`config.mk`:
```
export PLATFORM = sky130hd
export DESIGN_NAME = relu_backprop_flat
export DESIGN_NICKNAME = d
export VERILOG_FILES = /design/src/rtl/relu_backprop_if.sv /design/src/rtl/relu_backprop.sv /design/src/flat_wrapper.sv
export SDC_FILE = /design/constraint.sdc
export NUM_CORES = 1
export LEC_CHECK = 0
export ABC_AREA = 1
export BUFFER_PORTS_ARGS = -buffer_cell sky130_fd_sc_hd__buf_2
export CORE_AREA = 2 2 88 90
export CTS_BUF_LIST = sky130_fd_sc_hd__clkbuf_2 sky130_fd_sc_hd__clkbuf_4 sky130_fd_sc_hd__clkbuf_8
export CTS_CLUSTER_SIZE = 16
export DETAILED_ROUTE_END_ITERATION = 8
export DIE_AREA = 0 0 90 92
export PLACE_DENSITY_LB_ADDON = 0.3
export REMOVE_ABC_BUFFERS = 1
export SLEW_MARGIN = 0
export SYNTH_ARGS = -nofsm -noshare
export SYNTH_HDL_FRONTEND = slang
export SYNTH_SLANG_ARGS = --single-unit
```
`constraint.sdc`:
```
create_clock -name clk -period 2.2 [get_ports clk]
set_input_delay 0.22 -clock clk [delete_from_list [all_inputs] [get_ports clk]]
set_output_delay 0.22 -clock clk [all_outputs]
set_load 0.01 [all_outputs]
```
`src/rtl/relu_backprop_if.sv`:
```
// Gradient stream bundle for relu_backprop: upstream gradient in, masked gradient out.
// Valid/ready: a word moves on a rising edge where valid && ready; the sender holds data stable while valid && !ready.
interface relu_backprop_if #(
  parameter int PX_SIZE = 8
);
  logic [PX_SIZE-1:0] grad_in;
  logic               grad_in_valid;
  logic               grad_in_ready;
  logic [PX_SIZE-1:0] grad_out;
  logic               grad_out_valid;
  logic               grad_out_ready;
  logic               grad_out_last;

  modport slave (
    input  grad_in, grad_in_valid, grad_out_ready,
    output grad_in_ready, grad_out, grad_out_valid, grad_out_last
  );

  modport master (
    output grad_in, grad_in_valid, grad_out_ready,
    input  grad_in_ready, grad_out, grad_out_valid, grad_out_last
  );
endinterface

```
`src/rtl/relu_backprop.sv`:
```
// ReLU backward pass: latch a positive-pixel mask from a full frame, then pass or zero
// each raster-ordered gradient through a single output register stage.
module relu_backprop #(
  parameter int INPUT_SIZE = 5,
  parameter int PX_SIZE    = 8
) (
  input  logic clk,
  input  logic rst_n,
  input  logic [INPUT_SIZE-1:0][INPUT_SIZE-1:0][PX_SIZE-1:0] frame_in,
  input  logic frame_valid,
  output logic mask_valid,
  output logic done,
  output logic [1:0] state_o,
  relu_backprop_if.slave gbus
);
  localparam int N  = INPUT_SIZE * INPUT_SIZE;
  localparam int KW = (N > 1) ? $clog2(N) : 1;

  typedef enum logic [1:0] {S_IDLE = 2'd0, S_ARMED = 2'd1, S_STREAM = 2'd2} state_t;

  state_t             state_q, state_d;
  logic [N-1:0]       mask_q, mask_d, mask_new;
  logic [KW-1:0]      k_q, k_d;
  logic [PX_SIZE-1:0] out_q, out_d;
  logic               ov_q, ov_d;
  logic               last_q, last_d;
  logic               done_q, done_d;
  logic               ready, accept, at_last, capture;

  always_comb begin
    mask_new = '0;
    for (int r = 0; r < INPUT_SIZE; r++) begin
      for (int c = 0; c < INPUT_SIZE; c++) begin
        mask_new[r*INPUT_SIZE + c] = ($signed(frame_in[r][c]) > 0);
      end
    end
  end

  assign ready   = (state_q != S_IDLE) && (!ov_q || gbus.grad_out_ready);
  assign accept  = gbus.grad_in_valid && ready;
  assign at_last = (k_q == KW'(N - 1));
  // A capture racing the first accept in ARMED loses: the mask that pixel used must stay in force.
  assign capture = frame_valid &&
                   ((state_q == S_IDLE) || (state_q == S_ARMED && !accept) || (accept && at_last));

  always_comb begin
    state_d = state_q;
    mask_d  = mask_q;
    k_d     = k_q;
    out_d   = out_q;
    last_d  = last_q;
    ov_d    = ov_q;
    done_d  = 1'b0;
    if (accept) begin
      out_d   = mask_q[k_q] ? gbus.grad_in : '0;
      last_d  = at_last;
      ov_d    = 1'b1;
      done_d  = at_last;
      k_d     = at_last ? '0 : k_q + KW'(1);
      state_d = at_last ? S_IDLE : S_STREAM;
    end else if (gbus.grad_out_ready) begin
      ov_d = 1'b0;
    end
    if (capture) begin
      mask_d  = mask_new;
      state_d = S_ARMED;
    end
  end

  always_ff @(posedge clk or negedge rst_n) begin
    if (!rst_n) begin
      state_q <= S_IDLE;
      mask_q  <= '0;
      k_q     <= '0;
      out_q   <= '0;
      last_q  <= 1'b0;
      ov_q    <= 1'b0;
      done_q  <= 1'b0;
    end else begin
      state_q <= state_d;
      mask_q  <= mask_d;
      k_q     <= k_d;
      out_q   <= out_d;
      last_q  <= last_d;
      ov_q    <= ov_d;
      done_q  <= done_d;
    end
  end

  assign mask_valid          = (state_q != S_IDLE);
  assign done                = done_q;
  assign state_o             = state_q;
  assign gbus.grad_in_ready  = ready;
  assign gbus.grad_out       = out_q;
  assign gbus.grad_out_valid = ov_q;
  assign gbus.grad_out_last  = last_q;
endmodule

```
`src/flat_wrapper.sv`:
```
// flat-port wrapper written by rule: the top's interface ports become plain ports
module relu_backprop_flat 
#(
  parameter int INPUT_SIZE = 5,
  parameter int PX_SIZE    = 8
)
  (clk, rst_n, frame_in, frame_valid, mask_valid, done, state_o, gbus_grad_in, gbus_grad_in_valid, gbus_grad_out_ready, gbus_grad_in_ready, gbus_grad_out, gbus_grad_out_valid, gbus_grad_out_last);
  relu_backprop_if #(.PX_SIZE(PX_SIZE)) gbus_i ();
  input  logic clk;
  input  logic rst_n;
  input  logic [INPUT_SIZE-1:0][INPUT_SIZE-1:0][PX_SIZE-1:0] frame_in;
  input  logic frame_valid;
  output logic mask_valid;
  output logic done;
  output logic [1:0] state_o;
  input wire logic [$bits(gbus_i.grad_in)-1:0] gbus_grad_in;
  input wire logic [$bits(gbus_i.grad_in_valid)-1:0] gbus_grad_in_valid;
  input wire logic [$bits(gbus_i.grad_out_ready)-1:0] gbus_grad_out_ready;
  output wire logic [$bits(gbus_i.grad_in_ready)-1:0] gbus_grad_in_ready;
  output wire logic [$bits(gbus_i.grad_out)-1:0] gbus_grad_out;
  output wire logic [$bits(gbus_i.grad_out_valid)-1:0] gbus_grad_out_valid;
  output wire logic [$bits(gbus_i.grad_out_last)-1:0] gbus_grad_out_last;
  assign gbus_i.grad_in = gbus_grad_in;
  assign gbus_i.grad_in_valid = gbus_grad_in_valid;
  assign gbus_i.grad_out_ready = gbus_grad_out_ready;
  assign gbus_grad_in_ready = gbus_i.grad_in_ready;
  assign gbus_grad_out = gbus_i.grad_out;
  assign gbus_grad_out_valid = gbus_i.grad_out_valid;
  assign gbus_grad_out_last = gbus_i.grad_out_last;
  relu_backprop #(.INPUT_SIZE(INPUT_SIZE), .PX_SIZE(PX_SIZE)) u_core (.clk(clk), .rst_n(rst_n), .frame_in(frame_in), .frame_valid(frame_valid), .mask_valid(mask_valid), .done(done), .state_o(state_o), .gbus(gbus_i));
endmodule
```
==> impl_results.md <==
- Share of cells above drive strength 1: 0.4867
- Number of routed nets with antenna violations: 0
- Drt total wl: roughly 7.6 mm
- Crit. Startpoint: u_core.k_q[1]$_DFFE_PN0P_
- Critical Path Source Type: flip-flop
- CTS buffer count: 5
- Crit Reg-Reg Endpoint: u_core.mask_q[15]$_DFFE_PN0P_
- Pre-Repair DR Iteration Count: 4
- CTS max path bufs: 2
- Multi-input combinational cell area: about 1300 µm²
- Worst path max stage delay: 470 ps
- Outcome: complete, no violations
- Max-cap violations: 0
- Gate power share: 0.453
- Final setup violation count: 0
- Cts hold-fix bufs: 0
- Tmin final: ~1800 ps
- Worst clock skew: 4.017 ps
- Place WS: just over 400 ps
- Switching pwr: 1.382 mW
- Tcrit/Tclk final: 0.8294
- VDD IR-drop max: a little over 0.0003 V
- Overall die height: around 90 µm
- DRC Markers: 0
- Cell taking the most area after synthesis: dfrtp_1
- CP top delay family: simple AND/OR/NAND/NOR gates
- H-tree Lvls: 2
- Cell Area, Synth: ~2600 µm²
- Switching share of power: 0.3975
- R2r startpoint: u_core.k_q[1]$_DFFE_PN0P_
- CP Cell Sequence: inv_2, ha_1, nand2_1, nor3_4, nand2_4, o21ai_2, nand2_4, clkinv_8, nand2_1, o21ai_2
- Power per cell area: between 800 and 900 nW/µm²
- Post-synth cell types: 26
- Synth Flop Type: dfrtp_1
- Unrepaired setup endpoints after global routing: false
- Fmax: 548.0 MHz
- Sequential-to-total area share from yosys stat: 0.4133
- Largest net degree at the start of global routing: between 40 and 50
- Final HPWL DP: 6.244 mm
- Leading cell type in the layout, fill and taps excluded: buf_2
- Routability Congestion: approximately 0.86
- Async set-reset flop share out of synthesis: 1.000
- Main area contributors after synthesis: dfrtp_1 (41%), nand2_1 (11%), nor4_1 (6.2%)
- Final Max Slew Viols: 0
- WP buf/inv: 2
- CP arrival: 2050 ps
- Slew @ Worst Pin: ~940 ps
- Commonest non-fill, non-tap cells in the layout: buf_2 (227), nand2_1 (73), dfrtp_1 (43), inv_1 (36), a21oi_1 (29)
- Initial antenna violation count: 0
- WL/cell: between 10 and 15 µm
- N_diodes: 0
- 1st-iter DRT viols: between 100 and 150
- Required @ worst endpoint: 2430 ps
- Vias in the first global route: just over 3000
- DP Area: between 3000 and 4000 µm²
- Grt ovf: 0
- Post-CTS Resized: 0
- First-pass GRT wire length: approximately 13 mm
- Final Hold Viols: 0
- Worst skew pair latency: ~300 ps
- Average cell area after synthesis: 7.749 µm²
- Reg power frac: 0.385
- Initial core utilization: 0.3496
- R2R setup slack: about 380 ps
- Post-synth EDFFs: 0
- Warnings from Yosys: 0
- Nets@finish: 777
- Row cnt: 32
- Sink Count: 43
- Final Worst Setup Slack: between 300 and 400 ps
- Fillers: 743
- Sequential cell area: between 1000 and 1500 µm²
- Slew headroom: 0.3758
- P_int: roughly 2.1 mW
- Layout area overhead: 49.50%
- Setup Fix Bufs, Post-CTS: 0
- HP Class: in -> async
- Gr usage total: 0.1896
- Core Util, Final: 0.5227
- Leakage power: between 2 and 2.5 nW
- Core area: ~7400 µm²
- Via-per-instance ratio: between 4 and 5
- Gate Count Post-Synth: around 340
- R2R depth: 10
- Slowest CP cell: dfrtp_1
- Final non-filler cell area: between 3000 and 4000 µm²
- CP Max Fanout: between 40 and 50
- Clock Tree Root: clkbuf_8
- CTS clk-pin slew, worst paths: 80 ps
- IO Port Bufs: 227
- Post-route setup TNS: 0 ps
- Clock share of power: 0.162
- Kind of critical path: reg -> reg
- Die W: ~90 µm
- CP endpoint kind: flip-flop
- Yosys top cell area share: 0.4133
- # IOs: roughly 230
- Die ar.: roughly 8300 µm²
- TritonCTS clock tree: done
- Synthesized flop and latch total: 43
- Routed vias: 3154
[cell type report]
cell class	instances	area share
tap	102	0.03279
inverter	41	0.04339
clock buffer	8	0.02668
timing repair buffer	228	0.2938
multi-input combinational	243	0.3269
sequential	43	0.2764
[worst register-to-register path, stage by stage, from the launching register on]
cell	delay, ps
dfrtp_1	470
inv_2	170
ha_1	160
nand2_1	80
nor3_4	180
nand2_4	90
o21ai_2	90
nand2_4	120
clkinv_8	200
nand2_1	130
o21ai_2	70
[flip-flops by register name, indices dropped and copies added, names as in the netlist]
name / cells
u_core.done: 1
u_core.gbus.grad_out: 8
u_core.gbus.grad_out_last: 1
u_core.gbus.grad_out_valid: 1
u_core.k_q: 5
u_core.mask_q: 25
u_core.state_o: 2
[Yosys cell counts (2+ instances only)]
cell type and n:
nand2_1 73, o21ai_1 5, inv_2 3, ha_1 2, buf_2 2, a21oi_1 29, nor2_1 14, nor4_1 26
inv_1 36, buf_6 3, nand3_1 28, clkbuf_1 2, nand2_2 13, nor3_1 28, o21ai_2 16, o21ai_0 3
nand2_4 2, dfrtp_1 43
[worst max path at each step]
stage	to	cells past startpoint
finish	u_core.mask_q[15]$_DFFE_PN0P_	10
CTS	u_core.mask_q[15]$_DFFE_PN0P_	10
global route	u_core.mask_q[22]$_DFFE_PN0P_	10
global placement	u_core.mask_q[14]$_DFFE_PN0P_	10
floorplan	u_core.mask_q[14]$_DFFE_PN0P_	10
detailed placement	u_core.mask_q[14]$_DFFE_PN0P_	10
[cells by family (layout without fill, tap and decap cells)]
logic type | after synthesis | in the layout | synth area share
buffers and inverters | 50 | 277 | 0.09803
and+or+nand+nor | 187 | 187 | 0.3508
DFF | 43 | 43 | 0.4133
adders and majority gates | 2 | 2 | 0.009609
AOI/OAI and AO/OA | 54 | 54 | 0.1283
[stage by stage]
step / power, mW / instances / hold WS [ps]
2_1_floorplan: 2.348 / 327 / -75.59
3_3_place_gp: 2.889 / 657 / 410.0
3_5_place_dp: 2.942 / 657 / 427.8
4_1_cts: 3.509 / 665 / 96.02
5_1_grt: 3.823 / 665 / 133.1
6_report: 3.477 / 665 / 63.22
[power by group through the flow]
stage                     combinational, mW  sequential [mW]  clock (mW)
after floorplan                       0.966             1.38           0
after global placement                 1.54             1.35           0
after detailed placement               1.58             1.36           0
after CTS                              1.59             1.34       0.575
after global routing                   1.82             1.39       0.613
final                                  1.57             1.34       0.564
[per-layer routing]
layer | wire [µm] | track usage | vias up
li1 | - | - | 1595
met1 | 2954 | 0.2220 | 1403
met2 | 3897 | 0.3509 | 146
met3 | 627 | 0.03944 | 10
met4 | 87 | 0.05256 | 0
met5 | 0 | 0 | -
No activity file was read; power rests on OpenSTA's default activity.
